`config.mk`:
```
export PLATFORM = sky130hd
export DESIGN_NAME = tictactoe_game_ctrl
export DESIGN_NICKNAME = d
export VERILOG_FILES = /design/src/rtl/tictactoe_game_ctrl.sv
export SDC_FILE = /design/constraint.sdc
export NUM_CORES = 1
export LEC_CHECK = 0
export ABC_AREA = 1
export CAP_MARGIN = 20
export CORE_ASPECT_RATIO = 1.4
export CORE_MARGIN = 2
export CORE_UTILIZATION = 49
export CTS_CLUSTER_DIAMETER = 80
export DETAILED_ROUTE_END_ITERATION = 7
export PLACE_DENSITY_LB_ADDON = 0.1
export RECOVER_POWER = 50
export SLEW_MARGIN = 20
export SYNTH_ARGS = -nofsm -noshare
export SYNTH_HDL_FRONTEND = slang
export SYNTH_SLANG_ARGS = --single-unit
```
`constraint.sdc`:
```
create_clock -name CLK -period 1.57 [get_ports CLK]
set_input_delay 0.314 -clock CLK [delete_from_list [all_inputs] [get_ports CLK]]
set_output_delay 0.314 -clock CLK [all_outputs]
set_load 0.03 [all_outputs]
```
`src/rtl/tictactoe_game_ctrl.sv`:
```
// tictactoe_game_ctrl: 3x3 tic-tac-toe game sequencer.
// Validates and stores moves, alternates turns, detects win/draw.
// Optional feature macro: TURN_TIMEOUT_EN (per-turn move timeout).
// Ports: CLK, RST (async, active high); new_game, move_valid, move_cell in;
//   move_ready, move_ack, move_err, board, turn, game_state, win_line out.
// All outputs are registered.
module tictactoe_game_ctrl #(
   parameter logic        FIRST_PLAYER   = 1'b0,
   parameter int unsigned TIMEOUT_CYCLES = 500_000_000
) (
   input  logic        CLK,
   input  logic        RST,
   input  logic        new_game,
   input  logic        move_valid,
   input  logic [3:0]  move_cell,
   output logic        move_ready,
   output logic        move_ack,
   output logic        move_err,
   output logic [17:0] board,
   output logic        turn,
   output logic [1:0]  game_state,
   output logic [3:0]  win_line
);

   typedef enum logic [1:0] {
      S_IDLE  = 2'd0,
      S_WAIT  = 2'd1,
      S_CHECK = 2'd2,
      S_DONE  = 2'd3
   } state_t;

   // Cells of each of the 8 lines: rows, columns, diagonal, anti-diagonal.
   localparam logic [3:0] LA [8] = '{4'd0, 4'd3, 4'd6, 4'd0,
                                     4'd1, 4'd2, 4'd0, 4'd2};
   localparam logic [3:0] LB [8] = '{4'd1, 4'd4, 4'd7, 4'd3,
                                     4'd4, 4'd5, 4'd4, 4'd4};
   localparam logic [3:0] LC [8] = '{4'd2, 4'd5, 4'd8, 4'd6,
                                     4'd7, 4'd8, 4'd8, 4'd6};

   state_t      state_q, state_d;
   logic [17:0] board_q, board_d;
   logic        turn_q, turn_d;
   logic [1:0]  gs_q, gs_d;
   logic [3:0]  wl_q, wl_d;
   logic [3:0]  cnt_q, cnt_d;
   logic        ready_q, ready_d;
   logic        ack_q, ack_d;
   logic        err_q, err_d;

`ifdef TURN_TIMEOUT_EN
   localparam logic [31:0] TMO_LAST = 32'(TIMEOUT_CYCLES - 1);
   logic [31:0] tmo_q, tmo_d;
`else
   logic unused_tmo;
   assign unused_tmo = ^TIMEOUT_CYCLES;
`endif

   logic [1:0] mark;
   logic       mv_in;
   logic [1:0] mv_cell;
   logic       win_hit;
   logic [3:0] win_idx;

   // Encoding of the current mover: X=01, O=10.
   assign mark  = {turn_q, ~turn_q};
   assign mv_in = (move_cell <= 4'd8);

   always_comb begin
      mv_cell = 2'b00;
      if (mv_in) mv_cell = board_q[{move_cell, 1'b0} +: 2];
   end

   // Scan from the top so the lowest complete line index wins.
   always_comb begin
      win_hit = 1'b0;
      win_idx = 4'hF;
      for (int l = 7; l >= 0; l--) begin
         if (board_q[{LA[l], 1'b0} +: 2] == mark &&
             board_q[{LB[l], 1'b0} +: 2] == mark &&
             board_q[{LC[l], 1'b0} +: 2] == mark) begin
            win_hit = 1'b1;
            win_idx = 4'(l);
         end
      end
   end

   always_comb begin
      state_d = state_q;
      board_d = board_q;
      turn_d  = turn_q;
      gs_d    = gs_q;
      wl_d    = wl_q;
      cnt_d   = cnt_q;
      ack_d   = 1'b0;
      err_d   = 1'b0;
`ifdef TURN_TIMEOUT_EN
      tmo_d   = 32'd0;
`endif
      if (new_game) begin
         state_d = S_WAIT;
         board_d = '0;
         turn_d  = FIRST_PLAYER;
         gs_d    = 2'b00;
         wl_d    = 4'hF;
         cnt_d   = 4'd0;
      end else begin
         unique case (state_q)
            S_IDLE: ;
            S_WAIT: begin
               if (move_valid) begin
                  if (mv_in && mv_cell == 2'b00) begin
                     board_d[{move_cell, 1'b0} +: 2] = mark;
                     cnt_d   = cnt_q + 4'd1;
                     ack_d   = 1'b1;
                     state_d = S_CHECK;
                  end else begin
                     err_d = 1'b1;
                  end
               end
`ifdef TURN_TIMEOUT_EN
               else if (tmo_q == TMO_LAST) begin
                  turn_d = ~turn_q;
               end else begin
                  tmo_d = tmo_q + 32'd1;
               end
`endif
            end
            S_CHECK: begin
               if (win_hit) begin
                  gs_d    = turn_q ? 2'b10 : 2'b01;
                  wl_d    = win_idx;
                  state_d = S_DONE;
               end else if (cnt_q == 4'd9) begin
                  gs_d    = 2'b11;
                  wl_d    = 4'hF;
                  state_d = S_DONE;
               end else begin
                  turn_d  = ~turn_q;
                  state_d = S_WAIT;
               end
            end
            S_DONE: ;
            default: state_d = S_IDLE;
         endcase
      end
      ready_d = (state_d == S_WAIT);
   end

   always_ff @(posedge CLK or posedge RST) begin
      if (RST) begin
         state_q <= S_IDLE;
         board_q <= '0;
         turn_q  <= FIRST_PLAYER;
         gs_q    <= 2'b00;
         wl_q    <= 4'hF;
         cnt_q   <= 4'd0;
         ready_q <= 1'b0;
         ack_q   <= 1'b0;
         err_q   <= 1'b0;
`ifdef TURN_TIMEOUT_EN
         tmo_q   <= 32'd0;
`endif
      end else begin
         state_q <= state_d;
         board_q <= board_d;
         turn_q  <= turn_d;
         gs_q    <= gs_d;
         wl_q    <= wl_d;
         cnt_q   <= cnt_d;
         ready_q <= ready_d;
         ack_q   <= ack_d;
         err_q   <= err_d;
`ifdef TURN_TIMEOUT_EN
         tmo_q   <= tmo_d;
`endif
      end
   end

   assign move_ready = ready_q;
   assign move_ack   = ack_q;
   assign move_err   = err_q;
   assign board      = board_q;
   assign turn       = turn_q;
   assign game_state = gs_q;
   assign win_line   = wl_q;

endmodule
```
# == Word level (Yosys, flattened, before mapping) ==
# Cells that the tools add are included.
# classes
add_sub_neg,2
magnitude_cmp,1
eq_ne,15
n_shift,3
n_mux,53
n_bitwise,1
reduce_logical,26
# ops
operator,n
$mux 18,4
$mux 4,16
$mux 2,11
$mux 1,20
$bwmux 18,1
$eq 2x2->1,9
$shift 2x7->18 const A,1
$shiftx 18x6->2,1
$shiftx 2x7->18,1
$logic_and 1x1->1,17
$reduce_bool 2->1,4
$neg 5->7,1
$reduce_and 3->1,2
$add 4x1->4 const B,1
$eq 2x1->1 const B,2
$eq 4x4->1 const B,1
$le 4x4->1 const B,1
$ne 2x2->1 const B,2
$pmux 2 s2,1
$reduce_bool 3->1,1
$eq 2x2->1 const B,1
$logic_not 2->1,1
$reduce_and 2->1,1
$not 1->1,1
# word_totals
register_bits,34
input_bits,8
out_inout_bits,28

# == Longest topological paths before layout ==
# depth
word_depth,16
mapped_depth,17

# == Least setup slack after synthesis ==
# OpenSTA, ideal clock, no wires.
# synth_path
kind,register to register
startpoint,register turn_q (netlist: turn)
endpoint,register ready_q (netlist: move_ready)
arrival_ns,1.686
path_slack_ns,-0.229
stages_incl_launch_ff,15
synth_period_minus_slack_ns,1.799
path_cell_list,dfrtp_1 > inv_2 > buf_6 > nand2_1 > nand2_1 > nor2_1 > nand3_1 > nand2_1 > nor2_2 > nand3_2 > nand2_2 > nand3_1 > nand2_1 > nand2_1 > inv_1
# synth_between
elab_chain_len,16
elab_cells_between_ends,38
classes_between,eq/ne: 10; mux: 11; bitwise: 1; reduce/logical: 16
# synth_rtl
item,line,rtl
"start, declared",42,"logic turn_q, turn_d;"
"start signal, assigned",166,turn_q <= turn_d;
$not 1->1,65,"assign mark = {turn_q, ~turn_q};"
"$eq 2x2->1, on equally long branches","78, 80, 79",
$logic_and 1x1->1,78,"if (board_q[{LA[l], 1'b0} +: 2] == mark &&"
$logic_and 1x1->1,79,"board_q[{LB[l], 1'b0} +: 2] == mark &&"
$mux 1 (7 in series),78,
$mux 1 *,78,
$mux 2 *,129,if (win_hit) begin
$pmux 2 s2 *,107,unique case (state_q)
$mux 2 *,99,if (new_game) begin
$eq 2x1->1 *,146,ready_d = (state_d == S_WAIT);
net ready_d,46,"logic ready_q, ready_d;"
"end signal, assigned",170,ready_q <= ready_d;
"end, declared",46,
# The timed path passes the listed nets; every way through them passes the cells marked *.
# A chain may end at the register's enable or synchronous reset.

# == Worst setup path after layout ==
# layout_path
startpoint,register turn_q (netlist: turn)
endpoint,register gs_q[0] (netlist: game_state[0])
# layout_between
elab_chain_len,15
elab_cells_between_ends,40
classes_between,eq/ne: 9; mux: 12; bitwise: 1; reduce/logical: 18
# layout_rtl
item,line,rtl
$not 1->1,65,
"$eq 2x2->1, on equally long branches","78, 80, 79",
$logic_and 1x1->1,78,
$logic_and 1x1->1,79,
$mux 1 (8 in series),78,
$mux 2,129,
$mux 2,107,
$mux 2,99,
"end signal, assigned",167,gs_q <= gs_d;
"end, declared",43,"logic [1:0] gs_q, gs_d;"
# Several ways; a longest one is shown, not always the timed one. The select of a mux whose other input is x is not followed.

==> flow_metrics.py <==
metrics = {
    "outcome": {
        "outcome": "finished, violations left",
        "violations": "setup timing",
    },
    "global_route": {
        "grt_pass1_vias": 2722,
        "grt_pass1_wl_mm": 12.4,
        "grt_util_all_layers": 0.318,
        "antenna_found_initial": 0,
        "grt_max_degree": 35,
        "gr-total-overflow": 0,
    },
    "worst_setup_path": {
        "critPathArrivalTime_ns": 2.12,
        "crit_slowest_cell": "dfrtp_2",
        "startpoint_type": "register",
        "worstPathMaxFanout": 8,
        "cp_slowest_stage_delay_ns": 0.57,
        "critPathMostFrequentCell": "nand2_1",
        "cp-end-kind": "register",
        "crit_required_ns": 1.80,
        "crit_type": "reg -> reg",
        "path_cells": "buf_8 -> nand2_1 -> nand2_1 -> nor2_4 -> nand3_2 -> nand2_2 -> nor2_4 -> nand2_2 -> buf_4 -> a21oi_2 -> nand2_1 -> nand2_1",
    },
    "synthesis": {
        "yosysTopAreaCellShare": 0.327,
        "synth_xor_area_frac": 0,
        "synthMuxAreaShare": 0,
        "ys_seq_area_frac": 0.373,
        "yosys-top-cells-area": "dfrtp_1, nand2_1, inv_1",
        "yosysTopAreaCell": "dfrtp_1",
        "synth_seq_cells": 34,
        "yosysMostFrequentCell": "nand2_1",
        "synthSimpleGateAreaFrac": 0.421,
        "synth_compound_area_frac": 0.0616,
        "synth_cell_types": 27,
        "syn_area_per_cell_um2": 6.52,
        "synth_common_cells": "nand2_1, inv_1, nor2_1",
        "synth_edf_count": 0,
        "ys_warn_count": 0,
        "synth-adder-area-share": 0.0381,
        "ys_async_sr_fraction": 1.00,
        "syn-cell-area_um2": 2300,
        "synth_top_family_by_area": "simple AND/OR/NAND/NOR gates",
        "syn_inst": 352,
        "synth_nets": 367,
        "synth_ff_type": "dfrtp_1",
    },
    "sta": {
        "fin_crit_sh": 1.20,
        "finClkSkew_ns": 0.00345,
        "relSlewSlack": 0.405,
        "fin_ws_ns": -0.320,
        "post-route-min-period_ns": 1.89,
        "hold_viol": 0,
        "max_freq_ghz": 0.529,
        "slew_viol_final": 0,
        "setup_viol": 32,
        "rsz0062_at_grt": "yes",
        "tightest_slew_ns": 0.892,
    },
    "cts": {
        "clk_latency_ns": 0.29,
        "cts_root_buf": "clkbuf_8",
        "cts.path.max_buffers": 2,
        "hold_buffers": 0,
        "htreeDepth": 2,
        "path_clk_slew_ns": 0.07,
        "cts_sinks": 34,
        "cts_made_buffers": 5,
        "cts_tree": "built",
    },
    "run": {
        "cap_violations": 0,
    },
    "route": {
        "dr.pass1.iters": 5,
        "drc": 0,
        "via_per_inst": 5.41,
        "drt_iter0_markers": 232,
        "antenna_left": 0,
        "vias": 2875,
        "wl_mm": 8.34,
        "wl_per_cell_um": 15.7,
    },
    "floorplanning": {
        "die-area_um2": 5260,
        "core_um2": 4540,
        "io_pins": 36,
        "die_h_um": 85.0,
        "rows": 29,
        "chipWidth_um": 61.9,
        "initial_core_util": 0.506,
    },
    "power_and_ir_drop": {
        "p_leak_uw": 0.00200,
        "power_density_nw_per_um2": 765,
        "power.total_uw": 2910,
        "vdd_drop_max_mv": 0.735,
    },
    "placed_design": {
        "routabilityCongestion": 0.913,
        "place_hpwl_mm": 5.30,
        "dp_cells": 514,
        "numPortBuffers": 35,
    },
    "hold_path": {
        "hold_path.class": "reg -> reg",
    },
    "layout": {
        "instances_no_fill": 531,
        "finalNetCount": 483,
        "area_delta_synth_final_pct": 65.8,
        "layout-drive-gt1-share": 0.437,
        "fillers": 294,
        "n_antenna_cell": 0,
    },
}
registers in the layout (all words and copies together), names as in the netlist:
register / cells
board: 18
cnt_q: 4
game_state: 2
move_ack: 1
move_err: 1
move_ready: 1
state_q: 2
turn: 1
win_line: 4
final cells by class:
cell class,instances,area [um^2],share of cell area
Timing Repair inverter,1,6.26,0.00164
Timing Repair Buffer,117,985,0.259
Multi-Input combinational cell,261,1590,0.417
Sequential cell,34,868,0.228
Clock buffer,7,86.3,0.0227
Clock inverter,1,5.00,0.00131
Inverter,48,193,0.0506
Tap cell,62,77.6,0.0204
final timing paths:
kind                                  start             to  slack, ns  depth (start not counted)
worst max-delay path                   turn  game_state[0]      -0.32                         12
worst max register to register         turn  game_state[0]      -0.32                         12
max in group asynchronous               RST           turn       0.23                          3
worst min-delay path            win_line[2]    win_line[2]       0.50                          2
worst min register to register  win_line[2]    win_line[2]       0.50                          2
min in group asynchronous               RST      board[16]       0.72                          3
routing by layer:
layer  up-vias  GRT usage  routed length, um
met1      1363      0.357               3120
met5         -          0                  0
met3        40     0.0518                405
met4         0      0.147                392
li1       1346          -                  -
met2       126      0.559               4420
stage by stage:
stage | cell area, um^2 | hold WS, ns | utilization | setup TNS, ns | worst slack [ns]
3_5_place_dp | 3280 | 0.492 | 0.722 | -20.62 | -0.790
6_report | 3810 | 0.500 | 0.839 | -5.86 | -0.320
4_1_cts | 3590 | 0.375 | 0.792 | -6.32 | -0.256
2_1_floorplan | 2340 | 0.403 | - | -2.03 | -0.117
3_3_place_gp | 3280 | 0.490 | 0.722 | -18.35 | -0.699
5_1_grt | 3810 | 0.518 | 0.839 | -9.07 | -0.404
timing repair:
action                     CTS  global route
pin swaps                   18            28
resized for setup           90            72
gates cloned                 2             0
setup buffers                2             7
setup endpoints to repair   61            33
power by group:
group          switching, uW  internal [uW]  total (uW)
clock                    325            354         678
combinational            735            480        1220
sequential              74.1            945        1020
cell usage in the layout, fill, tap and decap left out, types with 2 or more instances in the layout:
cell type / instances
a21oi_1: 7
a21oi_2: 3
a21oi_4: 2
buf_4: 73
buf_6: 6
clkbuf_2: 3
clkbuf_8: 6
clkdlybuf4s50_1: 2
dfrtp_1: 20
dfrtp_2: 10
dfstp_2: 4
dlygate4sd2_1: 27
dlymetal6s2s_1: 2
ha_1: 7
inv_1: 31
inv_2: 14
nand2_1: 100
nand2_2: 21
nand2_4: 8
nand3_1: 19
nand3_2: 11
nand3_4: 3
nand4_1: 11
nor2_1: 20
nor2_2: 9
nor2_4: 14
nor3_1: 6
nor3_2: 3
o21ai_0: 3
o21ai_1: 3
o21ai_2: 5
kinds of logic after synthesis:
family / Yosys count
buffers and inverters: 57
and+or+nand+nor: 228
AOI/OAI and AO/OA: 26
adders and majority gates: 7
DFF: 34
worst max-delay path: cells and delay by family (launching register included):
| family | cells | cell delay, ns |
|---|---|---|
| buffers and inverters | 2 | 0.32 |
| DFF | 1 | 0.57 |
| and+or+nand+nor | 9 | 0.81 |
| AOI/OAI and AO/OA | 1 | 0.12 |
(Power assumes the default switching activity.)
